$ cat config.mk
export PLATFORM = sky130hd
export DESIGN_NAME = clk_enable_gen_flat
export DESIGN_NICKNAME = d
export VERILOG_FILES = /design/src/rtl/clk_enable_gen_if.sv /design/src/rtl/clk_enable_gen.sv /design/src/flat_wrapper.sv
export SDC_FILE = /design/constraint.sdc
export NUM_CORES = 1
export LEC_CHECK = 0
export BUFFER_PORTS_ARGS = -buffer_cell sky130_fd_sc_hd__buf_4
export CORE_UTILIZATION = 55
export CTS_BUF_LIST = sky130_fd_sc_hd__clkbuf_8
export CTS_CLUSTER_SIZE = 20
export DETAILED_ROUTE_END_ITERATION = 6
export PLACE_DENSITY = 0.7
export SYNTH_ARGS = -nofsm -noshare
export SYNTH_HDL_FRONTEND = slang
export SYNTH_SLANG_ARGS = --single-unit
$ cat constraint.sdc
create_clock -name clk -period 4.1 [get_ports clk]
set_input_delay 0.615 -clock clk [delete_from_list [all_inputs] [get_ports clk]]
set_output_delay 0.615 -clock clk [all_outputs]
set_load 0.02 [all_outputs]
$ cat src/rtl/clk_enable_gen_if.sv
// Configuration and enable-output bundle for clk_enable_gen.
// The master drives configuration and resync; the slave (the generator) drives ce and running.
interface clk_enable_gen_if #(
  parameter int CHANNELS = 4,
  parameter int ACC_W    = 32
);
  localparam int SEL_W = (CHANNELS > 1) ? $clog2(CHANNELS) : 1;

  logic                cfg_we;
  logic [SEL_W-1:0]    cfg_sel;
  logic [ACC_W-1:0]    cfg_inc;
  logic [ACC_W-1:0]    cfg_phase;
  logic                resync;
  logic [CHANNELS-1:0] ce;
  logic                running;

  modport master (
    output cfg_we, cfg_sel, cfg_inc, cfg_phase, resync,
    input  ce, running
  );

  modport slave (
    input  cfg_we, cfg_sel, cfg_inc, cfg_phase, resync,
    output ce, running
  );
endinterface

$ cat src/rtl/clk_enable_gen.sv
// Multi-channel fractional clock-enable generator: per-channel phase accumulators
// that only run after the PLL lock has been synchronised and held for LOCK_CYCLES.
module clk_enable_gen #(
  parameter int               CHANNELS    = 4,
  parameter int               ACC_W       = 32,
  parameter int               LOCK_CYCLES = 1024,
  parameter logic [ACC_W-1:0] DEFAULT_INC = {ACC_W{1'b0}}
) (
  input  logic             clk,
  input  logic             rst_n,
  input  logic             pll_locked,
  clk_enable_gen_if.slave  bus
);
  localparam int              CNT_W    = (LOCK_CYCLES > 1) ? $clog2(LOCK_CYCLES) : 1;
  localparam logic [CNT_W-1:0] CNT_LAST = CNT_W'(LOCK_CYCLES - 1);

  typedef enum logic [1:0] {
    WAIT_LOCK = 2'd0,
    SETTLE    = 2'd1,
    RUN       = 2'd2
  } state_t;

  state_t              state_r;
  logic [CNT_W-1:0]    cnt_r;
  logic                sync1_r;
  logic                lock_r;
  logic                running_r;
  logic [CHANNELS-1:0] ce_r;
  logic [ACC_W-1:0]    acc_r   [CHANNELS];
  logic [ACC_W-1:0]    inc_r   [CHANNELS];
  logic [ACC_W-1:0]    phase_r [CHANNELS];
  logic [ACC_W:0]      sum_s   [CHANNELS];
  logic                sel_ok_s;

  assign sel_ok_s    = (int'(bus.cfg_sel) < CHANNELS);
  assign bus.ce      = ce_r;
  assign bus.running = running_r;

  // Two-flop synchroniser for the asynchronous PLL lock.
  always_ff @(posedge clk or negedge rst_n) begin
    if (!rst_n) begin
      sync1_r <= 1'b0;
      lock_r  <= 1'b0;
    end else begin
      sync1_r <= pll_locked;
      lock_r  <= sync1_r;
    end
  end

  // Per-channel increment and start-phase registers, writable in every state.
  always_ff @(posedge clk or negedge rst_n) begin
    if (!rst_n) begin
      for (int i = 0; i < CHANNELS; i++) begin
        inc_r[i]   <= DEFAULT_INC;
        phase_r[i] <= {ACC_W{1'b0}};
      end
    end else if (bus.cfg_we && sel_ok_s) begin
      inc_r[bus.cfg_sel]   <= bus.cfg_inc;
      phase_r[bus.cfg_sel] <= bus.cfg_phase;
    end
  end

  // Next accumulator value with the carry kept as the top bit.
  always_comb begin
    for (int i = 0; i < CHANNELS; i++) begin
      sum_s[i] = {1'b0, acc_r[i]} + {1'b0, inc_r[i]};
    end
  end

  // Lock-qualification FSM and accumulator datapath; lock loss outranks resync.
  always_ff @(posedge clk or negedge rst_n) begin
    if (!rst_n) begin
      state_r   <= WAIT_LOCK;
      cnt_r     <= {CNT_W{1'b0}};
      running_r <= 1'b0;
      ce_r      <= {CHANNELS{1'b0}};
      for (int i = 0; i < CHANNELS; i++) acc_r[i] <= {ACC_W{1'b0}};
    end else begin
      case (state_r)
        WAIT_LOCK: begin
          cnt_r     <= {CNT_W{1'b0}};
          running_r <= 1'b0;
          ce_r      <= {CHANNELS{1'b0}};
          for (int i = 0; i < CHANNELS; i++) acc_r[i] <= {ACC_W{1'b0}};
          state_r   <= lock_r ? SETTLE : WAIT_LOCK;
        end
        SETTLE: begin
          ce_r <= {CHANNELS{1'b0}};
          if (!lock_r) begin
            state_r <= WAIT_LOCK;
            cnt_r   <= {CNT_W{1'b0}};
          end else if (cnt_r == CNT_LAST) begin
            state_r   <= RUN;
            cnt_r     <= {CNT_W{1'b0}};
            running_r <= 1'b1;
            for (int i = 0; i < CHANNELS; i++) acc_r[i] <= phase_r[i];
          end else begin
            cnt_r <= cnt_r + CNT_W'(1);
          end
        end
        RUN: begin
          if (!lock_r) begin
            state_r   <= WAIT_LOCK;
            running_r <= 1'b0;
            ce_r      <= {CHANNELS{1'b0}};
            for (int i = 0; i < CHANNELS; i++) acc_r[i] <= {ACC_W{1'b0}};
          end else if (bus.resync) begin
            ce_r <= {CHANNELS{1'b0}};
            for (int i = 0; i < CHANNELS; i++) acc_r[i] <= phase_r[i];
          end else begin
            for (int i = 0; i < CHANNELS; i++) begin
              acc_r[i] <= sum_s[i][ACC_W-1:0];
              ce_r[i]  <= sum_s[i][ACC_W];
            end
          end
        end
        default: begin
          state_r   <= WAIT_LOCK;
          cnt_r     <= {CNT_W{1'b0}};
          running_r <= 1'b0;
          ce_r      <= {CHANNELS{1'b0}};
          for (int i = 0; i < CHANNELS; i++) acc_r[i] <= {ACC_W{1'b0}};
        end
      endcase
    end
  end
endmodule

$ cat src/flat_wrapper.sv
// flat-port wrapper written by rule: the top's interface ports become plain ports
module clk_enable_gen_flat 
#(
  parameter int               CHANNELS    = 4,
  parameter int               ACC_W       = 32,
  parameter int               LOCK_CYCLES = 1024,
  parameter logic [ACC_W-1:0] DEFAULT_INC = {ACC_W{1'b0}}
)
  (clk, rst_n, pll_locked, bus_cfg_we, bus_cfg_sel, bus_cfg_inc, bus_cfg_phase, bus_resync, bus_ce, bus_running);
  clk_enable_gen_if #(.CHANNELS(CHANNELS), .ACC_W(ACC_W)) bus_i ();
  input  logic clk;
  input  logic rst_n;
  input  logic pll_locked;
  input wire logic [$bits(bus_i.cfg_we)-1:0] bus_cfg_we;
  input wire logic [$bits(bus_i.cfg_sel)-1:0] bus_cfg_sel;
  input wire logic [$bits(bus_i.cfg_inc)-1:0] bus_cfg_inc;
  input wire logic [$bits(bus_i.cfg_phase)-1:0] bus_cfg_phase;
  input wire logic [$bits(bus_i.resync)-1:0] bus_resync;
  output wire logic [$bits(bus_i.ce)-1:0] bus_ce;
  output wire logic [$bits(bus_i.running)-1:0] bus_running;
  assign bus_i.cfg_we = bus_cfg_we;
  assign bus_i.cfg_sel = bus_cfg_sel;
  assign bus_i.cfg_inc = bus_cfg_inc;
  assign bus_i.cfg_phase = bus_cfg_phase;
  assign bus_i.resync = bus_resync;
  assign bus_ce = bus_i.ce;
  assign bus_running = bus_i.running;
  clk_enable_gen #(.CHANNELS(CHANNELS), .ACC_W(ACC_W), .LOCK_CYCLES(LOCK_CYCLES), .DEFAULT_INC(DEFAULT_INC)) u_core (.clk(clk), .rst_n(rst_n), .pll_locked(pll_locked), .bus(bus_i));
endmodule
==> run summary <==
=================================================================================
Endpoint arrival time on the critical path                                4100 ps
Post-synth ARST share                                                        100%
N_diodes                                                                        0
DIE AREA                                                               40,900 µm²
Mapped Avg Cell Area                                                     10.8 µm²
Register clock-pin slew on the reported worst setup and hold paths          60 ps
Count of buffers added by post-CTS timing repair for setup                      0
Max-slew headroom                                                           26.9%
Pin count of the biggest net entering global routing                          149
Worst Path Class, Setup                                              flip-flop to flip-flop
Setup total negative slack                                                   0 ps
CTS max path bufs                                                               3
Proportion of netlist area held by the largest area contributor             45.7%
Remaining global-route overflow                                                 0
Chip Width                                                                 202 µm
Post-placement setup slack                                                 572 ps
Largest fanout on the critical path                                             3
Synthesis-to-finish area growth                                             11.5%
Core area                                                              39,600 µm²
Ranking of synthesized cells by area                                 sky130_fd_sc_hd__dfrtp_1, sky130_fd_sc_hd__mux2_2, sky130_fd_sc_hd__ha_1, sky130_fd_sc_hd__o21ai_0, sky130_fd_sc_hd__a22oi_1
Kind of capture point of the worst setup path                           flip-flop
Root buf cell                                                        sky130_fd_sc_hd__clkbuf_8
Total of max-cap violations                                                     0
DRC                                                                             0
Status                                                               finished clean
Final Max Tran Viols                                                            0
Drt initial violations                                                      1,059
Highest clock frequency the design can meet                               279 MHz
Effective utilization at floorplan                                          55.7%
Net total in the final layout                                               2,318
# IOs                                                                          76
Netlist cell types                                                             81
Unrepaired setup endpoints after global routing                                no
Vias per std cell                                                            6.17
Slew at the pin closest to its max-slew limit                             1100 ps
WL final                                                                58,000 µm
Clock buffer count from CTS                                                    74
Critical path required time                                               4610 ps
Minimum setup slack in the final design                                    510 ps
Vias in the first global route                                              16.8k
Tot GR Track Use                                                            28.8%
Antenna-violating nets left                                                     0
Fraction of the cycle the final worst path needs                            87.6%
Total clock sinks                                                             403
Dominant synthesized flop cell                                       sky130_fd_sc_hd__dfrtp_1
TritonCTS clock tree                                                          yes
Worst Clk Skew                                                            38.9 ps
Length of the first detailed-routing pass in iterations                         5
Final RePlAce weighted congestion                                           0.928
Share of the yosys chip area belonging to registers                         45.7%
Dominant cell type by area after synthesis                           sky130_fd_sc_hd__dfrtp_1
CTS-repair resized insts                                                        0
First-pass GRT wire length                                              92,800 µm
Class of the tightest hold or removal check                          input pin to async pin
Fraction of layout instances using a drive strength above 1                 22.9%
Routed vias                                                                 16.6k
I/O Buffers                                                                    75
Pwr Density                                                            481 nW/µm²
Yosys warns                                                                     0
Cts-stage hold buffer count                                                     0
Latest clock arrival within the worst-skew pair                            650 ps
Hpwl dp                                                                 38,200 µm
Antenna violations before repair                                                1
Largest vdd supply drop                                                  0.287 mV
Number of levels in the clock H-tree                                            3
Cells after synthesis                                                       2,036
Summed instance area of the synthesized netlist                        22,100 µm²
Height of the chip                                                         202 µm
Synth Net Count                                                             2,243
Leakage component of the power                                          0.0114 µW
Critical path launch point type                                         flip-flop
Final setup violation count                                                     0
Number of synthesized flops with an enable pin                                  0
Number of standard-cell rows in the floorplan                                  73
Total of flip-flops plus latches after synthesis                              403
Routed wirelength normalized by instance count                            21.6 µm
Tmin final                                                                3590 ps
Final count of hold timing violations                                           0
=================================================================================
[path summary, 6_finish.rpt]
path	start	endpoint	slack [ps]	cells past startpoint
min reg2reg	u_core.sync1_r	u_core.lock_r	360	0
max reg2reg	u_core.inc_r[32]	u_core.acc_r[62]	510	12
min in group clk	pll_locked	u_core.sync1_r	100	1
min	rst_n	u_core.sync1_r	30	1
max in group asynchronous	rst_n	u_core.inc_r[71]	3010	2
max	u_core.inc_r[32]	u_core.acc_r[62]	510	12
[flip-flops by register name, summed over array words and instances, names as in the netlist]
register	flops
u_core.acc_r	128
u_core.inc_r	128
u_core.phase_r	128
u_core.cnt_r	10
u_core.bus.ce	4
u_core.state_r	2
u_core.bus.running	1
u_core.lock_r	1
u_core.sync1_r	1
[critical path: stages (launching register included)]
cell	delay [ps]
sky130_fd_sc_hd__dfrtp_1	380
sky130_fd_sc_hd__ha_1	250
sky130_fd_sc_hd__fa_1	450
sky130_fd_sc_hd__a211o_1	310
sky130_fd_sc_hd__o211ai_1	160
sky130_fd_sc_hd__a21oi_1	280
sky130_fd_sc_hd__a31oi_4	300
sky130_fd_sc_hd__o21bai_2	160
sky130_fd_sc_hd__a211o_1	330
sky130_fd_sc_hd__a221o_1	350
sky130_fd_sc_hd__xor2_1	190
sky130_fd_sc_hd__a211oi_2	60
sky130_fd_sc_hd__o31ai_1	250
[through the flow]
stage	hold WS [ps]	total power [µW]	instances	area [µm²]	util (%)
2_1_floorplan	319	7200	2036	22100	-
3_3_place_gp	356	8020	2560	23200	58.5
3_5_place_dp	356	8120	2560	23200	58.5
4_1_cts	54.3	11900	2689	24600	62.1
5_1_grt	79.1	12400	2689	24600	62.1
6_report	33.0	11800	2689	24600	62.1
[placed cells by master, fill, tap and decap left out, drive strengths merged, types with 7 or more instances in the layout]
master,synthesis,routed
o21a,15,15
and3,18,18
nand2,163,163
a211oi,16,16
o21bai,17,17
ha,132,132
nor2b,17,17
nand2b,25,25
nor3b,7,7
a211o,7,7
dfrtp,403,403
and2,7,7
a31oi,12,12
a221oi,13,13
xnor2,56,56
nor3,16,16
o211ai,7,7
buf,8,100
inv,26,56
nand3,32,32
clkinv,0,10
clkbuf,93,85
a22o,9,9
nand4,14,14
nor2,55,55
o31ai,11,11
a21o,62,62
mux2,257,257
a21oi,112,112
xor2,46,46
a22oi,90,90
o21ai,205,205
[routing by layer]
metal / share of wire, % / up-vias / global-route usage, %
met5: 0 / - / 0
met2: 48 / 516 / 47.5
li1: - / 7704 / -
met4: 1.8 / 0 / 8.35
met3: 5.7 / 79 / 4.00
met1: 45 / 8292 / 39.7
[layout make-up]
type / count / area, µm²
fill: 3307 / 15000
multi-input combinational: 1506 / 11500
sequential: 403 / 10100
clock buffer: 85 / 1170
timing repair buffer: 100 / 808
tap: 525 / 657
clock inverter: 44 / 238
inverter: 26 / 97.6
[Yosys cell counts (5+ instances only)]
master                     count
sky130_fd_sc_hd__a21o_1       62
sky130_fd_sc_hd__nand2b_1     25
sky130_fd_sc_hd__o21a_1       15
sky130_fd_sc_hd__a21oi_1     111
sky130_fd_sc_hd__o211ai_1      5
sky130_fd_sc_hd__and3_1       18
sky130_fd_sc_hd__ha_1        132
sky130_fd_sc_hd__nand3_1      32
sky130_fd_sc_hd__a31oi_1       9
sky130_fd_sc_hd__a211o_1       7
sky130_fd_sc_hd__buf_1         6
sky130_fd_sc_hd__o21ai_1       6
sky130_fd_sc_hd__inv_1        26
sky130_fd_sc_hd__and2_1        7
sky130_fd_sc_hd__or3_1         6
sky130_fd_sc_hd__nand2_1     163
sky130_fd_sc_hd__a221oi_1     12
sky130_fd_sc_hd__nor2b_1      17
sky130_fd_sc_hd__xnor2_1      56
sky130_fd_sc_hd__or2_2         5
sky130_fd_sc_hd__a31o_2        5
sky130_fd_sc_hd__a22o_1        9
sky130_fd_sc_hd__a211oi_1     15
sky130_fd_sc_hd__nand4_1      14
sky130_fd_sc_hd__clkbuf_1     93
sky130_fd_sc_hd__o31ai_1       8
sky130_fd_sc_hd__a22oi_1      90
sky130_fd_sc_hd__xor2_1       46
sky130_fd_sc_hd__nor2_1       55
sky130_fd_sc_hd__o21bai_1     16
sky130_fd_sc_hd__mux2_2      257
sky130_fd_sc_hd__o21ai_0     198
sky130_fd_sc_hd__nor3_1       16
sky130_fd_sc_hd__dfrtp_1     403
sky130_fd_sc_hd__nor3b_1       7
sky130_fd_sc_hd__nand3b_1      5
sky130_fd_sc_hd__a32o_1        6
[report_power, final]
part / total (µW) / internal [µW] / switching [µW]
registers: 4970 / 4590 / 381
logic: 3150 / 1380 / 1780
clock network: 3710 / 2010 / 1700
total: 11800 / 7970 / 3860
[cell families (layout without fill, tap and decap cells)]
| kind of cell | after synthesis | after routing | share of synthesized area [%] |
|---|---|---|---|
| muxes | 260 | 260 | 13.3 |
| buffers and inverters | 127 | 255 | 2.17 |
| xor gates and xnor gates | 102 | 102 | 4.05 |
| AOI/OAI and AO/OA | 627 | 627 | 18.8 |
| adders and majority gates | 136 | 136 | 7.85 |
| DFF | 403 | 403 | 45.7 |
| and+or+nand+nor | 381 | 381 | 8.21 |
Power figures use the tool's default switching activity.
